==> src/rtl/add8_result_acc.sv <==
// add8_result_acc
// ---------------------------------------------------------------------------
// Accumulates NSAMP results of the registered 8-bit adder ({cout, sum}, a
// 9-bit value 0..511) into an ACC_W-bit total. It then offers the total on a
// valid/ready port and holds it until the consumer takes it.
//
// Optional feature macro: ACC_SATURATE_EN
//   defined   -> on overflow the total clamps at 2^ACC_W-1
//   undefined -> on overflow the total wraps modulo 2^ACC_W
// out_ovf behaves the same way in both builds.
//
// Ports
//   clk        rising-edge clock
//   rst_n      synchronous active-low reset
//   clr        synchronous clear; drops the partial or held result
//   in_valid   in_sum/in_cout carry an adder result
//   in_sum     adder sum S[7:0]
//   in_cout    adder carry-out
//   in_ready   a sample is accepted this cycle (ACCUM state)
//   out_valid  out_acc holds a completed result (HOLD state)
//   out_ready  consumer takes the result
//   out_acc    accumulated total (shows the partial sum while accumulating)
//   out_count  samples accumulated so far
//   out_ovf    sticky overflow for the current result
//   busy       out_count != 0 or in HOLD
// ---------------------------------------------------------------------------
module add8_result_acc #(
  parameter int ACC_W = 16,
  parameter int NSAMP = 8
) (
  input  logic             clk,
  input  logic             rst_n,
  input  logic             clr,
  input  logic             in_valid,
  input  logic [7:0]       in_sum,
  input  logic             in_cout,
  output logic             in_ready,
  output logic             out_valid,
  input  logic             out_ready,
  output logic [ACC_W-1:0] out_acc,
  output logic [7:0]       out_count,
  output logic             out_ovf,
  output logic             busy
);

  typedef enum logic {
    ACCUM = 1'b0,
    HOLD  = 1'b1
  } state_t;

  localparam logic [7:0]       NSAMP_C = 8'(NSAMP);
  localparam logic [ACC_W-1:0] ACC_MAX = '1;

  state_t           state_q;
  logic [ACC_W-1:0] acc_q;
  logic [ACC_W-1:0] acc_d;
  logic [7:0]       count_q;
  logic             ovf_q;

  // One extra bit on the adder so the carry out of the accumulator is the
  // overflow flag for this sample.
  logic [ACC_W:0]   sample_w;
  logic [ACC_W:0]   sum_w;
  logic             ovf_w;

  always_comb begin
    sample_w = {{(ACC_W-8){1'b0}}, in_cout, in_sum};
    sum_w    = {1'b0, acc_q} + sample_w;
    ovf_w    = sum_w[ACC_W];
`ifdef ACC_SATURATE_EN
    // Once clamped, any further nonzero sample overflows again and stays
    // clamped, so the total sticks at the maximum.
    acc_d    = ovf_w ? ACC_MAX : sum_w[ACC_W-1:0];
`else
    acc_d    = sum_w[ACC_W-1:0];
`endif
  end

  always_ff @(posedge clk) begin
    if (!rst_n) begin
      state_q <= ACCUM;
      acc_q   <= '0;
      count_q <= '0;
      ovf_q   <= 1'b0;
    end else if (clr) begin
      // clr wins over any handshake. A sample presented now is dropped.
      state_q <= ACCUM;
      acc_q   <= '0;
      count_q <= '0;
      ovf_q   <= 1'b0;
    end else begin
      case (state_q)
        ACCUM: begin
          if (in_valid) begin
            acc_q   <= acc_d;
            count_q <= count_q + 8'd1;
            if (ovf_w) begin
              ovf_q <= 1'b1;
            end
            if (count_q == NSAMP_C - 8'd1) begin
              state_q <= HOLD;
            end
          end
        end
        HOLD: begin
          // Result is frozen. in_valid is ignored because in_ready is low.
          if (out_ready) begin
            state_q <= ACCUM;
            acc_q   <= '0;
            count_q <= '0;
            ovf_q   <= 1'b0;
          end
        end
        default: state_q <= ACCUM;
      endcase
    end
  end

  // Every output comes from a register or from the state alone.
  always_comb begin
    in_ready  = (state_q == ACCUM);
    out_valid = (state_q == HOLD);
    out_acc   = acc_q;
    out_count = count_q;
    out_ovf   = ovf_q;
    busy      = (count_q != 8'd0) || (state_q == HOLD);
  end

endmodule

==> config.mk <==
export PLATFORM = sky130hd
export DESIGN_NAME = add8_result_acc
export DESIGN_NICKNAME = d
export VERILOG_FILES = /design/src/rtl/add8_result_acc.sv
export SDC_FILE = /design/constraint.sdc
export NUM_CORES = 1
export LEC_CHECK = 0
export BUFFER_PORTS_ARGS = -buffer_cell sky130_fd_sc_hd__buf_4
export CORE_ASPECT_RATIO = 0.6
export CORE_MARGIN = 10
export CORE_UTILIZATION = 54
export CTS_BUF_LIST = sky130_fd_sc_hd__clkbuf_8
export DETAILED_ROUTE_END_ITERATION = 16
export MAX_ROUTING_LAYER = met4
export PLACE_DENSITY = 0.82
export SKIP_CTS_REPAIR_TIMING = 1
export SLEW_MARGIN = 40
export SYNTH_ARGS = -nofsm -noshare
export SYNTH_HDL_FRONTEND = slang
export SYNTH_SLANG_ARGS = --single-unit
==> constraint.sdc <==
create_clock -name clk -period 2.3 [get_ports clk]
set_input_delay 0 -clock clk [delete_from_list [all_inputs] [get_ports clk]]
set_output_delay 0 -clock clk [all_outputs]
set_load 0.05 [all_outputs]
# After elaboration in Yosys (flattened, before gate mapping)
# Cells that the tools add are included.
dict set report classes {
  add_sub_neg 2
  n_mul 0
  div_mod_pow 0
  magnitude_cmp 0
  n_eq_ne 4
  n_shift 0
  n_mux 14
  bitwise_logic 2
  n_reduce_logical 5
}
# op count
set op_table {}
lappend op_table {{two-way mux 16 bit} 2}
lappend op_table {{one-hot mux 16 bit (2 select lines)} 1}
lappend op_table {{adder 16 x 9 -> 17 bit} 1}
lappend op_table {{two-way mux 8 bit} 2}
lappend op_table {{one-hot mux 8 bit (2 select lines)} 1}
lappend op_table {{adder 8 x 1 -> 8 bit (second input constant)} 1}
lappend op_table {{equality test 8 x 3 -> 1 bit (second input constant)} 1}
lappend op_table {{nonzero test 8 bit} 1}
lappend op_table {{two-way mux 1 bit} 6}
lappend op_table {{inequality test 2 bit (second input constant)} 2}
lappend op_table {{one-hot mux 1 bit (2 select lines)} 2}
lappend op_table {{AND reduction 3 bit} 1}
lappend op_table {{inequality test 2 x 1 -> 1 bit (second input constant)} 1}
lappend op_table {{inverter 1 bit} 2}
lappend op_table {{AND reduction 2 bit} 1}
lappend op_table {{OR reduction 2 bit} 1}
lappend op_table {{logical OR 1 bit} 1}
dict set report word_totals {
  ff_bits 26
  latch_bits 0
  mem_bits_rw 0
  romBits 0
  inputBits 14
  out_inout_bits 28
  word_cells 31
  n_memories 0
}

# Logic depth before layout (Yosys ltp)
dict set report depth {
  depth_word 4
  depth_mapped 8
  mapped_depth_nobuf 8
}

# Least setup slack after synthesis
# Ideal clock, no wire load.
dict set report synth_timing {
  kind {register -> register}
  start {register acc_q[0], in the netlist out_acc[0]}
  end {register acc_q[14], in the netlist out_acc[14]}
  setup_ps 71
  t_arrival_ps 2258
  required_ps 2229
  path_slack_ps -28
  path_stages_with_launch 9
  path_buffers 0
  synth_period_minus_slack_ps 2328
  cell_sequence {dfxtp_1 -> ha_1 -> inv_1 -> fa_1 -> nand2b_1 -> a21oi_2 -> a21oi_1 -> or3_1 -> a21oi_1}
}
dict set report synth_between {
  elab_chain_len 3
}
# element line
set synth_lines {}
lappend synth_lines {{from (decl)} 55} ;# logic [ACC_W-1:0] acc_q;
lappend synth_lines {{from (signal assigned)} 82} ;# acc_q <= '0;
lappend synth_lines {{from (signal assigned)} 88} ;# acc_q <= '0;
lappend synth_lines {{from (signal assigned)} 95} ;# acc_q <= acc_d;
lappend synth_lines {{adder 16 x 9 -> 17 bit} 68} ;# sum_w = {1'b0, acc_q} + sample_w;
lappend synth_lines {{two-way mux 16 bit} 94} ;# if (in_valid) begin
lappend synth_lines {{one-hot mux 16 bit (2 select lines)} 92} ;# case (state_q)
# No other way between the ends. The select of a mux whose other input is x is not followed.
# A chain may end at the register's enable or synchronous reset.

# Final worst setup path
# Ends and elaborated chain as after synthesis.

==> metrics.txt <==
Finished Layout Cells=261; gp weighted congestion=0.9325; post-route minimum period=2142 ps; status=finished clean; average routed wire per standard cell=around 16 um; vias in the first global route=1398; dominant synthesized flop cell=dfxtp_1; Fin. Hold Viols=0; critical path class=flop to flop; Clock Latency Late Sink=270 ps; Initial Util=between 50% and 60%; 1st-iter DRT viols=a little over 60; Rel. slew slack=66.86%; synthesis-to-finish area growth=26.47%; CTS tree=built; Post-Syn Area per Cell=~8.3 um2; Synth area leader=dfxtp_1; final layout net count=256; Max Freq=roughly 470 MHz; Clock Sinks=26; Util after Layout=approximately 74%; worst min path class=input port to flop; top cell type's share of synthesized area=33.88%; CP max FO=7; buffers added on ports=41; LEAKAGE=0.8214 nW; FF+latch area=521.8 um2; IO Pins=42; Worst Setup Start Kind=flop; Mapped Cells=186; worst setup margin=158.4 ps; Die ar.=5449 um2; Synth area leaders=dfxtp_1, ha_1, a21oi_1; dpl ws=around 170 ps; filler cell count=206; vias=approximately 1500; cts bufs inserted=3; DRC=0; initial antenna violation count=0; net count after synthesis=212; register bit total from synthesis=26; RSZ-0062 raised after global routing=no; Final setup viols=0; Setup crit end kind=flop; largest net degree at the start of global routing=15; maxcap violations=0; Clock Skew=~2.2 ps; Peak VDD IR=0.0003447 V; pwr dens=491.7 nW/um2; width of the die=88.87 um; clk slew on worst S/H paths=roughly 90 ps; vias per inst=5.897; Yosys Warn Count=0; Slew Limit Fails=0; Detailed Place HPWL=3326 um; setup TNS=0 ps; global-route wire length before repair=~6600 um; Worst Tran Pin Value=496.1 ps; DRT Wirelength=between 4000 and 5000 um; Placed Cells=between 200 and 300; CTS Root Cell=clkbuf_8; layout cells sized above 1=approximately a quarter; Critical Path RT=2510 ps; DR pass1 iterations=4; post-synthesis sequential area ratio=about a third; Post-synth EDFFs=0; count leader, synth=dfxtp_1; FP Rows=14; most common library cells after synthesis=dfxtp_1, nor2_1, a21oi_1; antenna diode count=0; Synth cell types=38; Core ar.=around 2600 um2; Tcrit/Tclk final=93.11%; Async SR Flop Fraction=0%; crit path DAT=2350 ps; Max clock buf depth=2; Die Height=61.32 um; mapped cell area=approximately 1500 um2; multi-input logic area=a little under 1000 um2; gr ovfl total=0; GRT Total Usage=15.89%; H-tree depth=1; Detail Route Antenna Nets=0
==> final cells by class <==
type                       instances  area share [%]
sequential                        26           26.85
timing repair buffer              44           17.00
tap                               32           2.061
inverter                           7           1.352
multi-input combinational        148           49.90
clock buffer                       4           2.833
==> critical path, stage by stage (launching register included) <==
cell	delay [ps]
dfxtp_2	350
ha_1	190
inv_1	70
fa_1	380
nand2b_1	210
a21oi_2	230
a21oi_2	120
or3_1	360
a21oi_1	160
==> placed cells by master, fill, tap and decap left out, types with 2 or more instances in the layout <==
cell type / synthesis / routed
or3_1: 7 / 7
a22oi_1: 2 / 2
a21oi_2: 1 / 2
o211ai_2: 2 / 2
a211oi_1: 2 / 2
nand2_1: 15 / 15
dfxtp_1: 26 / 25
o21ai_0: 10 / 10
a21oi_1: 20 / 19
nor2_1: 23 / 23
buf_4: 1 / 44
nor2b_1: 3 / 3
and3_1: 2 / 2
inv_1: 7 / 7
a31oi_1: 2 / 2
a32o_1: 4 / 4
ha_1: 11 / 11
nand4_1: 5 / 5
xnor2_1: 5 / 5
nand2b_1: 5 / 5
xor2_1: 6 / 6
clkbuf_8: 0 / 4
nand3_1: 9 / 9
==> routing by layer <==
layer | global-route usage [%] | wire length [um] | vias up
li1 | - | - | 753
met1 | 20.78 | 1957 | 728
met2 | 24.27 | 1926 | 54
met3 | 4.348 | 320 | 4
met4 | 2.746 | 22 | 0
met5 | - | 0 | -
==> cell families after synthesis <==
| group | count (synthesis) | share of synthesized area [%] |
|---|---|---|
| AOI/OAI and AO/OA | 51 | 21.25 |
| xor gates and xnor gates | 11 | 6.270 |
| adders and majority gates | 12 | 10.26 |
| buffers and inverters | 12 | 3.257 |
| DFF | 26 | 33.88 |
| muxes | 1 | 1.466 |
| and+or+nand+nor | 73 | 23.61 |
==> report_power, final <==
group	internal [W]	switching, W	total, W
combinational	0.0000720	0.000116	0.000188
clock	0.000153	0.000148	0.000302
sequential	0.000458	0.00000794	0.000466
==> path summary, 6_finish.rpt <==
path                           startpoint  slack [ps]                        to  cells past startpoint
setup / recovery  out_acc[0]$_SDFFE_PP0P_         160  out_acc[14]$_SDFFE_PP0P_                      8
setup reg to reg  out_acc[0]$_SDFFE_PP0P_         160  out_acc[14]$_SDFFE_PP0P_                      8
hold reg to reg      out_ovf$_SDFFE_PP0P_         480      out_ovf$_SDFFE_PP0P_                      1
hold / removal                  out_ready          40      out_valid$_SDFF_PP0_                      3
==> per-stage QoR <==
step / hold WS (ps) / instance area [um2] / total power, W
after floorplan: 177.6 / 1538 / 0.0006014
after global placement: 313.4 / 1877 / 0.0006565
after detailed placement: 327.2 / 1877 / 0.0006610
after CTS: 32.35 / 1932 / 0.0009594
after global routing: 69.10 / 1943 / 0.0009952
final: 36.19 / 1943 / 0.0009555
==> flip-flops by register name (all words and copies together), names as in the netlist <==
| register | count |
|---|---|
| out_ovf | 1 |
| out_count | 8 |
| out_valid | 1 |
| out_acc | 16 |
Note: power is estimated with default switching activity, not from simulation.
